==> src/rtl/cbfp_pkg.sv <==
// ============================================================================
// cbfp_pkg: shared defaults and types for the CBFP buffer, exponent detector
// and normalizer.  Revision: 1.0
// ============================================================================
`default_nettype none

package cbfp_pkg;
  localparam int CBFP_ARRAY_SIZE = 16;
  localparam int CBFP_DIN_SIZE   = 23;
  localparam int CBFP_BUF_DEPTH  = 64;
  localparam int CBFP_DOUT_SIZE  = 11;
  localparam int CBFP_EXP_W      = $clog2(CBFP_DIN_SIZE);

  typedef logic [CBFP_EXP_W-1:0] cbfp_exp_t;
endpackage

`default_nettype wire

==> src/rtl/cbfp_rsb_cnt.sv <==
// ============================================================================
// cbfp_rsb_cnt: combinational count of redundant sign bits of one sample.
// Revision: 1.0
// ============================================================================
`default_nettype none

module cbfp_rsb_cnt
  import cbfp_pkg::*;
#(
  parameter int din_size = CBFP_DIN_SIZE,
  localparam int exp_w   = $clog2(din_size)
) (
  input  logic signed [din_size-1:0] i_sample,
  output logic        [exp_w-1:0]    o_rsb
);

  logic w_run;

  // Scan down from just below the sign bit until the first differing bit.
  always_comb begin
    o_rsb = '0;
    w_run = 1'b1;
    for (int i = din_size - 2; i >= 0; i--) begin
      if (w_run && (i_sample[i] == i_sample[din_size-1])) begin
        o_rsb = o_rsb + exp_w'(1);
      end else begin
        w_run = 1'b0;
      end
    end
  end

endmodule

`default_nettype wire

==> src/rtl/cbfp_blk_exp.sv <==
// ============================================================================
// cbfp_blk_exp: per-block minimum redundant-sign-bit detector (block exponent).
// Optional clamp to din_size-dout_size when CBFP_EXP_SAT_EN is defined.
// Revision: 1.0
// ============================================================================
`default_nettype none

module cbfp_blk_exp
  import cbfp_pkg::*;
#(
  parameter int array_size   = CBFP_ARRAY_SIZE,
  parameter int din_size     = CBFP_DIN_SIZE,
  parameter int buffer_depth = CBFP_BUF_DEPTH,
  parameter int dout_size    = CBFP_DOUT_SIZE,
  localparam int beats       = buffer_depth / array_size,
  localparam int exp_w       = $clog2(din_size)
) (
  input  logic                       clk,
  input  logic                       rst,
  input  logic                       valid_in,
  input  logic                       blk_start,
  input  logic signed [din_size-1:0] din [0:array_size-1],
  output logic        [exp_w-1:0]    blk_exp,
  output logic                       valid_out,
  output logic                       err_out
);

  localparam int               c_cnt_w = (beats > 1) ? $clog2(beats) : 1;
  localparam logic [c_cnt_w-1:0] c_last = c_cnt_w'(beats - 1);
  localparam logic [exp_w-1:0] c_max   = exp_w'(din_size - 1);
  localparam logic [exp_w-1:0] c_sat   = exp_w'(din_size - dout_size);
`ifdef CBFP_EXP_SAT_EN
  localparam bit               c_sat_en = 1'b1;
`else
  localparam bit               c_sat_en = 1'b0;
`endif

  logic [exp_w-1:0]   w_rsb    [0:array_size-1];
  logic [exp_w-1:0]   r_s1_rsb [0:array_size-1];
  logic [c_cnt_w-1:0] r_cnt;
  logic [c_cnt_w-1:0] w_cnt_nxt;
  logic               w_first;
  logic               w_last;
  logic               w_trunc;
  logic               r_s1_vld;
  logic               r_s1_first;
  logic               r_s1_last;
  logic               r_s1_err;
  logic [exp_w-1:0]   r_acc;
  logic [exp_w-1:0]   w_lane_min;
  logic [exp_w-1:0]   w_blk_min;
  logic [exp_w-1:0]   w_exp_out;

  generate
    for (genvar l = 0; l < array_size; l++) begin : g_lane
      cbfp_rsb_cnt #(
        .din_size (din_size)
      ) u_rsb (
        .i_sample (din[l]),
        .o_rsb    (w_rsb[l])
      );
    end
  endgenerate

  // blk_start forces beat 0 regardless of where the counter was.
  always_comb begin
    w_first   = blk_start || (r_cnt == '0);
    w_last    = blk_start ? (beats == 1) : (r_cnt == c_last);
    w_trunc   = blk_start && (r_cnt != '0);
    w_cnt_nxt = w_last ? '0 : (w_first ? c_cnt_w'(1) : r_cnt + c_cnt_w'(1));
  end

  always_ff @(posedge clk) begin
    if (rst) begin
      r_cnt      <= '0;
      r_s1_vld   <= 1'b0;
      r_s1_first <= 1'b0;
      r_s1_last  <= 1'b0;
      r_s1_err   <= 1'b0;
    end else begin
      r_s1_vld <= valid_in;
      if (valid_in) begin
        r_cnt      <= w_cnt_nxt;
        r_s1_first <= w_first;
        r_s1_last  <= w_last;
        r_s1_err   <= w_trunc;
        for (int l = 0; l < array_size; l++) begin
          r_s1_rsb[l] <= w_rsb[l];
        end
      end
    end
  end

  // A first beat reloads from the lane minimum, so a truncated block never leaks in.
  always_comb begin
    w_lane_min = r_s1_rsb[0];
    for (int l = 1; l < array_size; l++) begin
      if (r_s1_rsb[l] < w_lane_min) begin
        w_lane_min = r_s1_rsb[l];
      end
    end
    w_blk_min = (r_s1_first || (w_lane_min < r_acc)) ? w_lane_min : r_acc;
    w_exp_out = (c_sat_en && (w_blk_min > c_sat)) ? c_sat : w_blk_min;
  end

  always_ff @(posedge clk) begin
    if (rst) begin
      r_acc     <= c_max;
      blk_exp   <= '0;
      valid_out <= 1'b0;
      err_out   <= 1'b0;
    end else begin
      valid_out <= 1'b0;
      err_out   <= 1'b0;
      if (r_s1_vld) begin
        r_acc   <= w_blk_min;
        err_out <= r_s1_err;
        if (r_s1_last) begin
          blk_exp   <= w_exp_out;
          valid_out <= 1'b1;
        end
      end
    end
  end

endmodule

`default_nettype wire

==> config.mk <==
export PLATFORM = sky130hd
export DESIGN_NAME = cbfp_blk_exp
export DESIGN_NICKNAME = d
export VERILOG_FILES = /design/src/rtl/cbfp_pkg.sv /design/src/rtl/cbfp_rsb_cnt.sv /design/src/rtl/cbfp_blk_exp.sv
export SDC_FILE = /design/constraint.sdc
export NUM_CORES = 1
export LEC_CHECK = 0
export ABC_AREA = 1
export CAP_MARGIN = 30
export CORE_MARGIN = 10
export CORE_UTILIZATION = 30
export CTS_CLUSTER_DIAMETER = 200
export CTS_CLUSTER_SIZE = 30
export DETAILED_ROUTE_END_ITERATION = 6
export DONT_BUFFER_PORTS = 1
export SYNTH_ARGS = -nofsm -noshare
export SYNTH_HDL_FRONTEND = slang
export SYNTH_HIERARCHICAL = 1
export SYNTH_SLANG_ARGS = --single-unit
==> constraint.sdc <==
create_clock -name clk -period 41.9 [get_ports clk]
set_input_delay 12.57 -clock clk [delete_from_list [all_inputs] [get_ports clk]]
set_output_delay 12.57 -clock clk [all_outputs]
set_load 0.01 [all_outputs]
==> results.py <==
metrics = {
    "cts": {
        "cts.sinks": 98,
        "cts_hold_buf": 0,
        "cts_htree_levels": 3,
        "clk_pin_slew_ps": 80,
        "cts_setup_buffers": 0,
        "cts_buffers": 9,
        "clock_latency_ps": 390,
        "cts_tree": "done",
        "clockBufferDepth": 2,
        "cts-resized-gates": 0,
        "cts_root_buffer": "clkbuf_16",
    },
    "synthesis": {
        "synth_seq_cells": 98,
        "synth_top_cell_by_area": "nand2_1",
        "synth_area_mm2": 0.0414,
        "synth.avg_cell_area_um2": 5.40,
        "synthFlopType": "edfxtp_1",
        "synth.most_common_cell": "nand2_1",
        "synthCells": 7678,
        "synthArstFlopShare": 0,
        "synth_edf_count": 80,
        "synth.top_cell.area_share": 0.221,
        "yosys_warnings": 6,
        "synth.distinct_cells": 43,
        "yosysSeqAreaShare": 0.0667,
        "yosys-top-cells-count": "2443 x nand2_1, 1140 x inv_1, 806 x nor2_1, 789 x nand3_1, 381 x nand2_2",
        "synth_nets": 8381,
        "yosys-top-cells-area": "nand2_1 22%, inv_1 10%, ha_1 10%, nand3_1 9.5%, nor2_1 7.3%",
    },
    "critical_path": {
        "cp_max_fo": 32,
        "worstSetupPathType": "in2reg",
        "reg2reg_from": "r_s1_rsb[0][4]",
        "ff2ff_path_depth": 100,
        "startpoint": "din[160]",
        "cpPeakStageDelay_ps": 340,
        "crit_end": "r_s1_rsb[1][9]",
        "r2r-end": "blk_exp[0]",
        "rrSetupSlack_ps": 25630,
        "worst_path_max_delay_cell": "xnor2_2",
        "worstPathArrival_ps": 19750,
        "startpoint_type": "primary input",
        "required_ps": 42040,
        "critPathCaptureType": "flop",
        "cpMostUsedCell": "nand2_1",
    },
    "finish": {
        "postLayoutCellArea_mm2": 0.0437,
        "finalNonFillerCells": 9441,
        "area_growth_pct": 5.43,
        "nets": 8343,
        "drive_gt1_frac": 0.157,
    },
    "floorplanning": {
        "dieWidth_um": 392,
        "fp.dieH_um": 392,
        "io_pins": 379,
        "core_area_mm2": 0.137,
        "die_area_mm2": 0.153,
        "initial_core_util": 0.302,
        "num_rows": 136,
    },
    "sta": {
        "finalSetupViolations": 0,
        "fmax_mhz": 51.0,
        "final.setup_skew_ps": 14.9,
        "worst_pin_slew_ps": 632,
        "fin_tns_setup_ps": 0,
        "grt_setup_unrepaired": "false",
        "maxSlewViolCount": 0,
        "fin_crit_ps": 19610,
        "whs_ps": 441,
        "hold_viol_final": 0,
        "slew_headroom": 0.578,
        "timing.final.crit_share": 0.468,
    },
    "hold_path": {
        "hp-class": "reg2reg",
    },
    "placed_design": {
        "postPlaceCellArea_mm2": 0.0434,
        "gp_congestion": 0.862,
        "dpl.cell_count": 9423,
        "dp_hpwl_um": 89500,
        "port_buffers": 0,
    },
    "power": {
        "p_leak_nw": 27.2,
        "cellPowerDensity_mw_per_mm2": 26.2,
        "ir_drop_mv": 0.0572,
        "p_total_mw": 1.14,
    },
    "status": {
        "outcome": "finished clean",
    },
    "run": {
        "maxCapViolations": 0,
    },
    "global_routing": {
        "antenna_found_initial": 3,
        "grt_max_degree": 42,
        "grt_pass1_vias": 38972,
        "grt_first_pass_wirelength_um": 171000,
        "overflow": 0,
        "grtUsageTotal": 0.127,
    },
    "drt": {
        "ant_nets": 0,
        "vias": 43320,
        "firstDrtPassIters": 5,
        "wl_per_cell_um": 10.7,
        "drt_iter0_markers": 1697,
        "drt-vias-per-instance": 4.59,
        "drt-total-wl_um": 101000,
        "drc": 0,
    },
}
## critical path, delay by kind of cell
family / cells / cell delay [ps]
AOI/OAI and AO/OA: 7 / 1150
xor gates and xnor gates: 2 / 480
adders and majority gates: 11 / 2810
buffers and inverters: 7 / 460
and+or+nand+nor: 25 / 2280
## routing by layer
metal  GRT usage  wire length [um]  up-vias
met5           0                27        -
met2       0.231             47900      438
met3      0.0182              4220       60
li1            -                 -    24111
met4      0.0176               980        4
met1       0.159             48000    18707
## power by group
group	internal, mW	switching (mW)
combinational	0.317	0.611
sequential	0.114	0.00677
clock	0.0478	0.0476
total	0.479	0.665
## placed cells by master, fill, tap and decap left out, types with 25 or more instances in the layout
cell      Yosys  final
a21oi_1     144    144
a31oi_1      48     48
and3_1       32     32
edfxtp_1     80     80
ha_1        331    331
inv_1      1140   1140
inv_2       243    243
nand2_1    2443   2443
nand2_2     381    381
nand2_4      39     39
nand3_1     789    789
nand3_2     265    265
nand3b_1     75     75
nand4_1     102    102
nor2_1      806    805
nor2_2       25     25
o21ai_0     135    135
o21ai_1     129    129
or2_1        48     48
or2_2       128    128
xor2_1       32     32
## flip-flops by register name, summed over array words and instances, names as in the netlist
| signal | count |
|---|---|
| r_s1_rsb | 80 |
| blk_exp | 5 |
| r_acc | 5 |
| r_cnt | 2 |
| err_out | 1 |
| r_s1_err | 1 |
| r_s1_first | 1 |
| r_s1_last | 1 |
| r_s1_vld | 1 |
| valid_out | 1 |
## layout make-up
type	instances	area, um2
Antenna cell	2	5.00
Clock buffer	9	225
Clock inverter	7	82.6
Fill cell	15308	93600
Inverter	1405	5280
Multi-Input combinational cell	6124	33100
Sequential cell	98	2760
Tap cell	1794	2240
Timing Repair Buffer	2	15.0
## per-stage QoR
step	setup slack, ps	util
after floorplan	22730	-
after global placement	22090	0.316
after detailed placement	21960	0.316
after CTS	22360	0.318
after global routing	21580	0.318
final	22290	0.318
## kinds of logic (layout without fill, tap and decap cells)
logic type                 count (synthesis)  after routing  synth area share
AOI/OAI and AO/OA                        544            544            0.0764
xor gates and xnor gates                  80             80            0.0227
adders and majority gates                331            331            0.0999
buffers and inverters                   1456           1423             0.135
DFF                                       98             98            0.0667
other                                      0              2                 0
and+or+nand+nor                         5169           5169             0.599
## worst min path at each step
stage	start	end	slack, ps	depth (start not counted)
after detailed placement	r_s1_err	err_out	430	2
after CTS	r_s1_err	err_out	440	2
after global placement	r_s1_err	err_out	430	2
final	r_s1_err	err_out	440	2
after floorplan	r_s1_err	err_out	420	2
after global routing	r_s1_err	err_out	470	2
(Power assumes the default switching activity.)
